## src/rtl/fetcher.sv

```systemverilog
// Instruction fetch stage: icache lookup, miss refill handshake, one-instruction-per-cycle issue.
// Optional static jump prediction (JAL / C.J) when FETCHER_PREDICT_EN is defined.
module fetcher #(
  parameter logic [31:0] RESET_PC = 32'h0000_0000
) (
  input  logic        clk,
  input  logic        rst,
  input  logic        rdy,
  input  logic        flush,
  input  logic        stall,
  input  logic [31:0] rob_new_pc,
  output logic        fet_icache_enable,
  output logic [31:0] fet_pc,
  input  logic        icache_ready,
  input  logic [31:0] icache_inst,
  output logic        fet_mem_req,
  output logic [31:0] fet_mem_addr,
  input  logic        mem_busy,
  input  logic        mem_inst_ready,
  input  logic [31:0] mem_inst_addr,
  input  logic        dec_full,
  output logic        fet_inst_valid,
  output logic [31:0] fet_inst,
  output logic [31:0] fet_inst_pc,
  output logic        fet_is_c,
  output logic        fet_pred_jump
);

  typedef enum logic [0:0] {StRun, StMiss} state_e;

  state_e      state_q;
  logic [31:0] pc_q;
  logic        pred_q;
  logic        is_c;
  logic [31:0] next_pc;
  logic        pred_hit;

  // The controller queues the request itself; busy never withdraws it.
  logic unused_mem_busy;
  assign unused_mem_busy = mem_busy;

  assign fet_icache_enable = (state_q == StRun) && !dec_full && !flush;
  assign fet_pc            = pc_q;
  assign fet_pred_jump     = pred_q;
  assign is_c              = (icache_inst[1:0] != 2'b11);

`ifdef FETCHER_PREDICT_EN
  logic        is_jal;
  logic        is_cj;
  logic [31:0] jal_imm;
  logic [31:0] cj_imm;

  assign is_jal  = (icache_inst[6:0] == 7'b1101111);
  assign is_cj   = (icache_inst[1:0] == 2'b01) && (icache_inst[15:13] == 3'b101);
  assign jal_imm = {{12{icache_inst[31]}}, icache_inst[19:12], icache_inst[20],
                    icache_inst[30:21], 1'b0};
  assign cj_imm  = {{20{icache_inst[12]}}, icache_inst[12], icache_inst[8], icache_inst[10:9],
                    icache_inst[6], icache_inst[7], icache_inst[2], icache_inst[11],
                    icache_inst[5:3], 1'b0};

  always_comb begin
    pred_hit = is_jal || is_cj;
    if (is_jal) begin
      next_pc = pc_q + jal_imm;
    end else if (is_cj) begin
      next_pc = pc_q + cj_imm;
    end else begin
      next_pc = pc_q + (is_c ? 32'd2 : 32'd4);
    end
  end
`else
  assign pred_hit = 1'b0;
  assign next_pc  = pc_q + (is_c ? 32'd2 : 32'd4);
`endif

  always_ff @(posedge clk or posedge rst) begin
    if (rst) begin
      state_q        <= StRun;
      pc_q           <= {RESET_PC[31:1], 1'b0};
      pred_q         <= 1'b0;
      fet_inst_valid <= 1'b0;
      fet_inst       <= 32'h0;
      fet_inst_pc    <= 32'h0;
      fet_is_c       <= 1'b0;
      fet_mem_req    <= 1'b0;
      fet_mem_addr   <= 32'h0;
    end else if (rdy) begin
      if (flush) begin
        state_q        <= StRun;
        pc_q           <= {rob_new_pc[31:1], 1'b0};
        pred_q         <= 1'b0;
        fet_inst_valid <= 1'b0;
        fet_mem_req    <= 1'b0;
      end else if (!stall) begin
        unique case (state_q)
          StRun: begin
            if (dec_full) begin
              fet_inst_valid <= 1'b0;
              pred_q         <= 1'b0;
            end else if (icache_ready) begin
              fet_inst_valid <= 1'b1;
              fet_inst       <= icache_inst;
              fet_inst_pc    <= pc_q;
              fet_is_c       <= is_c;
              pred_q         <= pred_hit;
              pc_q           <= {next_pc[31:1], 1'b0};
            end else begin
              fet_inst_valid <= 1'b0;
              pred_q         <= 1'b0;
              fet_mem_req    <= 1'b1;
              fet_mem_addr   <= pc_q;
              state_q        <= StMiss;
            end
          end
          StMiss: begin
            fet_inst_valid <= 1'b0;
            pred_q         <= 1'b0;
            // Responses for any other address belong to an abandoned request.
            if (mem_inst_ready && (mem_inst_addr == pc_q)) begin
              fet_mem_req <= 1'b0;
              state_q     <= StRun;
            end
          end
          default: state_q <= StRun;
        endcase
      end
    end
  end

endmodule

```

## config.mk

```make
export PLATFORM = sky130hd
export DESIGN_NAME = fetcher
export DESIGN_NICKNAME = d
export VERILOG_FILES = /design/src/rtl/fetcher.sv
export SDC_FILE = /design/constraint.sdc
export NUM_CORES = 1
export LEC_CHECK = 0
export CAP_MARGIN = 20
export CORE_ASPECT_RATIO = 1.2
export CORE_MARGIN = 8
export CORE_UTILIZATION = 35
export CTS_BUF_LIST = sky130_fd_sc_hd__clkbuf_8
export DETAILED_ROUTE_END_ITERATION = 16
export DONT_BUFFER_PORTS = 1
export GPL_TIMING_DRIVEN = 0
export SKIP_CTS_REPAIR_TIMING = 1
export SYNTH_ARGS = -nofsm -noshare
export SYNTH_HDL_FRONTEND = slang
export SYNTH_SLANG_ARGS = --single-unit
```

## constraint.sdc

```tcl
create_clock -name clk -period 6.2 [get_ports clk]
set_input_delay 0.93 -clock clk [delete_from_list [all_inputs] [get_ports clk]]
set_output_delay 0.93 -clock clk [all_outputs]
set_load 0.05 [all_outputs]
```

==> flow_metrics.env <==
export IMPL_regArea_um2=3230
export IMPL_critPathLaunchType="register"
export IMPL_yosysWarnings=0
export IMPL_root_buffer="clkbuf_8"
export IMPL_path_max_fanout=6
export IMPL_grt_overflow=0
export IMPL_core_um2=17400
export IMPL_setup_viol=0
export IMPL_period_needed_ns=3.20
export IMPL_slowest_delay_ns=0.77
export IMPL_synthDistinctLibCells=61
export IMPL_synth_area_um2=6150
export IMPL_fin_crit_sh_pct=51.6
export IMPL_static_leakage_power_uw=0.00290
export IMPL_max_freq_ghz=0.313
export IMPL_io_pins=238
export IMPL_vias_per_cell=5.79
export IMPL_syn_avg_cell_area_um2=11.7
export IMPL_route_detailed_drc=0
export IMPL_ys_seq_elements=129
export IMPL_cts_sinks=129
export IMPL_status="complete, no violations"
export IMPL_grt_max_degree=99
export IMPL_hold_class="input pin to async pin"
export IMPL_required_ns=6.51
export IMPL_internal_power_uw=1570
export IMPL_worst_path_max_delay_cell="dfrtp_1"
export IMPL_slew_viol_final=0
export IMPL_power_density_nw_per_um2=455
export IMPL_numCtsBuffers=17
export IMPL_met2_usage_pct=30.1
export IMPL_vdd_drop_max_mv=0.201
export IMPL_switching_share_pct=49.7
export IMPL_final_hold_viol_count=0
export IMPL_power_frac_seq_pct=64.6
export IMPL_crit_buf_inv=1
export IMPL_switchingPower_uw=1550
export IMPL_fillCellCount=1677
export IMPL_drive_gt1_share_pct=28.2
export IMPL_met1_usage_pct=20.3
export IMPL_power_frac_comb_pct=13.5
export IMPL_dr_pass1_iters=5
export IMPL_start_util_pct=35.4
export IMPL_die_x_um=137
export IMPL_slew_headroom_pct=39.0
export IMPL_worstPathArrival_ns=3.51
export IMPL_syn_to_final_growth_pct=11.3
export IMPL_fin_skew_ns=0.0131
export IMPL_ys_seq_area_share_pct=52.5
export IMPL_rsz0062_at_grt="false"
export IMPL_grt_pass1_wl_um=30200
export IMPL_dieArea_um2=22100
export IMPL_cts_buffer_depth=2
export IMPL_path_class="register to register"
export IMPL_drt_iter0_markers=285
export IMPL_antenna_left=0
export IMPL_crit_chain="ha_1, inv_1, fa_1, and4b_4, nand4_1, nor4_1, mux2i_1, a21oi_1"
export IMPL_tns_ns=0
export IMPL_drv_cap=0
export IMPL_portBuffers=0
export IMPL_crit_family="simple AND/OR/NAND/NOR gates"
export IMPL_clkSlewWorstSetupHoldPaths_ns=0.09
export IMPL_gp_congestion=0.852
export IMPL_busiest_layer="met2"
export IMPL_clk_latency_ns=0.45
export IMPL_syn_inst=527
export IMPL_synthArstFlopShare_pct=100
export IMPL_gr_usage_all_layers_pct=18.6
export IMPL_synthFlopType="dfrtp_1"
export IMPL_cp_end_kind="register"
export IMPL_rows=53
export IMPL_stdcell_count=784
export IMPL_nets=658
export IMPL_wirelength_um=20800
export IMPL_antenna_found_initial=2
export IMPL_grt_pass1_vias=4775
export IMPL_dpl_hpwl_um=15700
export IMPL_cts_htree_levels=4
export IMPL_synth_edff_count=0
export IMPL_placedCellCount=751
export IMPL_pwr_share_clk_pct=21.9
export IMPL_multi_input_area_um2=2660
export IMPL_via_count=4536
export IMPL_cts_tree="built"
export IMPL_worstMarginPinSlew_ns=0.910
export IMPL_met3_usage_pct=8.70
export IMPL_wire_per_inst_um=26.5
export IMPL_die_y_um=161
[worst register-to-register path, delay by kind of cell, from the launching register on]
family | cells | cell delay [ns]
buf+inv | 1 | 0.05
fa+ha+maj | 2 | 0.75
flops | 1 | 0.77
simple gates | 3 | 1.18
compound gates | 1 | 0.08
mux | 1 | 0.23
[logic make-up after synthesis]
logic type	share of synthesized area (%)
multiplexers	17.1
AO/OA/AOI/OAI	10.9
adder cells (fa/ha/maj)	0.732
other	0.0610
AND/OR/NAND/NOR	9.76
flip-flops	52.5
XOR/XNOR	4.41
buffers and inverters	4.49
[layer usage]
| metal | routed length, um | part of all wire (%) |
|---|---|---|
| met1 | 7410 | 36 |
| met2 | 10000 | 48 |
| met3 | 2810 | 14 |
| met4 | 513 | 2.5 |
| met5 | 10 | 0.048 |
[cells in the final DEF, fill, tap and decap left out, types with 3 or more instances in the layout]
cell,n
inv_6,5
buf_4,7
nand2_1,24
and4_1,3
o21a_1,4
mux2_2,91
clkbuf_1,17
o21ai_0,26
or3_1,3
clkinv_2,4
clkbuf_8,17
and2_1,3
a211oi_1,6
nand4_1,9
a2bb2oi_1,5
dfrtp_1,129
nor2_1,17
inv_1,13
conb_1,4
xor2_1,24
a21oi_1,25
clkinv_4,4
o2bb2ai_1,4
a311oi_1,4
buf_2,15
xnor2_1,7
nor3_1,9
mux2i_1,3
a32oi_1,3
and3_1,4
o211ai_1,3
nor4_1,14
nand3_1,7
o22a_1,4
o22ai_1,4
[flip-flops by register name, summed over array words and instances (netlist names)]
name            cells
fet_inst           32
fet_inst_pc        31
fet_inst_valid      1
fet_is_c            1
fet_mem_addr       31
fet_mem_req         1
fet_pc             31
state_q             1
[power by group through the flow]
stage          Clock, uW  Sequential (uW)  Combinational [uW]
2_1_floorplan          0             1950                 334
6_report             684             2010                 420
4_1_cts              710             2020                 422
3_5_place_dp           0             2040                 421
3_3_place_gp           0             2040                 400
5_1_grt              749             2050                 462
[path summary, 6_finish.rpt]
path	cells after the start	endpoint	startpoint	slack, ns
hold reg to reg	1	fet_mem_req$_DFFE_PP0P_	state_q$_DFFE_PP0P_	0.59
max in group asynchronous	2	fet_inst[1]$_DFFE_PP0P_	rst	5.12
hold / removal	1	fet_mem_addr[20]$_DFFE_PP0P_	rst	0.31
setup reg to reg	8	fet_pc[31]$_DFFE_PP0P_	fet_pc[1]$_DFFE_PP0P_	3.00
min in group clk	1	fet_mem_req$_DFFE_PP0P_	state_q$_DFFE_PP0P_	0.59
setup / recovery	8	fet_pc[31]$_DFFE_PP0P_	fet_pc[1]$_DFFE_PP0P_	3.00
[synth_stat cells, drive strengths merged (2+ instances only)]
cell / n / area (um^2)
o22a: 4 / 35.0
ha: 2 / 25.0
xor2: 24 / 210
a2bb2oi: 5 / 43.8
nand4: 10 / 68.8
o32ai: 2 / 17.5
nor4: 15 / 100
a31o: 2 / 17.5
mux2i: 3 / 30.0
a311oi: 4 / 35.0
mux2: 91 / 1020
o211ai: 3 / 22.5
and4: 3 / 26.3
xnor2: 7 / 61.3
buf: 25 / 146
a22oi: 2 / 15.0
clkbuf: 19 / 73.8
o21a: 4 / 30.0
nor4b: 2 / 17.5
o21ai: 26 / 130
a32oi: 3 / 26.3
o2bb2ai: 4 / 35.0
a21oi: 25 / 125
nand3: 8 / 52.6
nand2: 25 / 96.4
inv: 14 / 52.6
o22ai: 4 / 25.0
nor3: 10 / 50.1
a211oi: 6 / 45.0
and2: 3 / 18.8
or3: 3 / 18.8
nor2: 17 / 63.8
and3: 4 / 25.0
dfrtp: 129 / 3230
or2: 2 / 12.5
[layout make-up]
class                      count  area share [%]
clock inverter                15            1.97
inverter                      15           0.895
clock buffer                  17            3.42
tap                          220            4.02
buffer                        44            3.22
sequential                   129            47.1
multi-input combinational    342            38.9
antenna                        1          0.0365
timing repair buffer           1           0.402
[per-stage QoR]
step | total power [uW] | setup WS (ns) | utilization [%] | cell area (um^2) | hold WS [ns]
floorplan | 2280 | 1.83 | - | 6160 | 0.486
global placement | 2430 | 0.479 | 37.1 | 6440 | 0.533
detailed placement | 2470 | 2.79 | 37.3 | 6480 | 0.559
CTS | 3160 | 3.04 | 39.4 | 6850 | 0.275
global route | 3260 | 2.86 | 39.4 | 6850 | 0.296
finish | 3120 | 3.00 | 39.4 | 6850 | 0.311
Power figures use the tool's default switching activity.
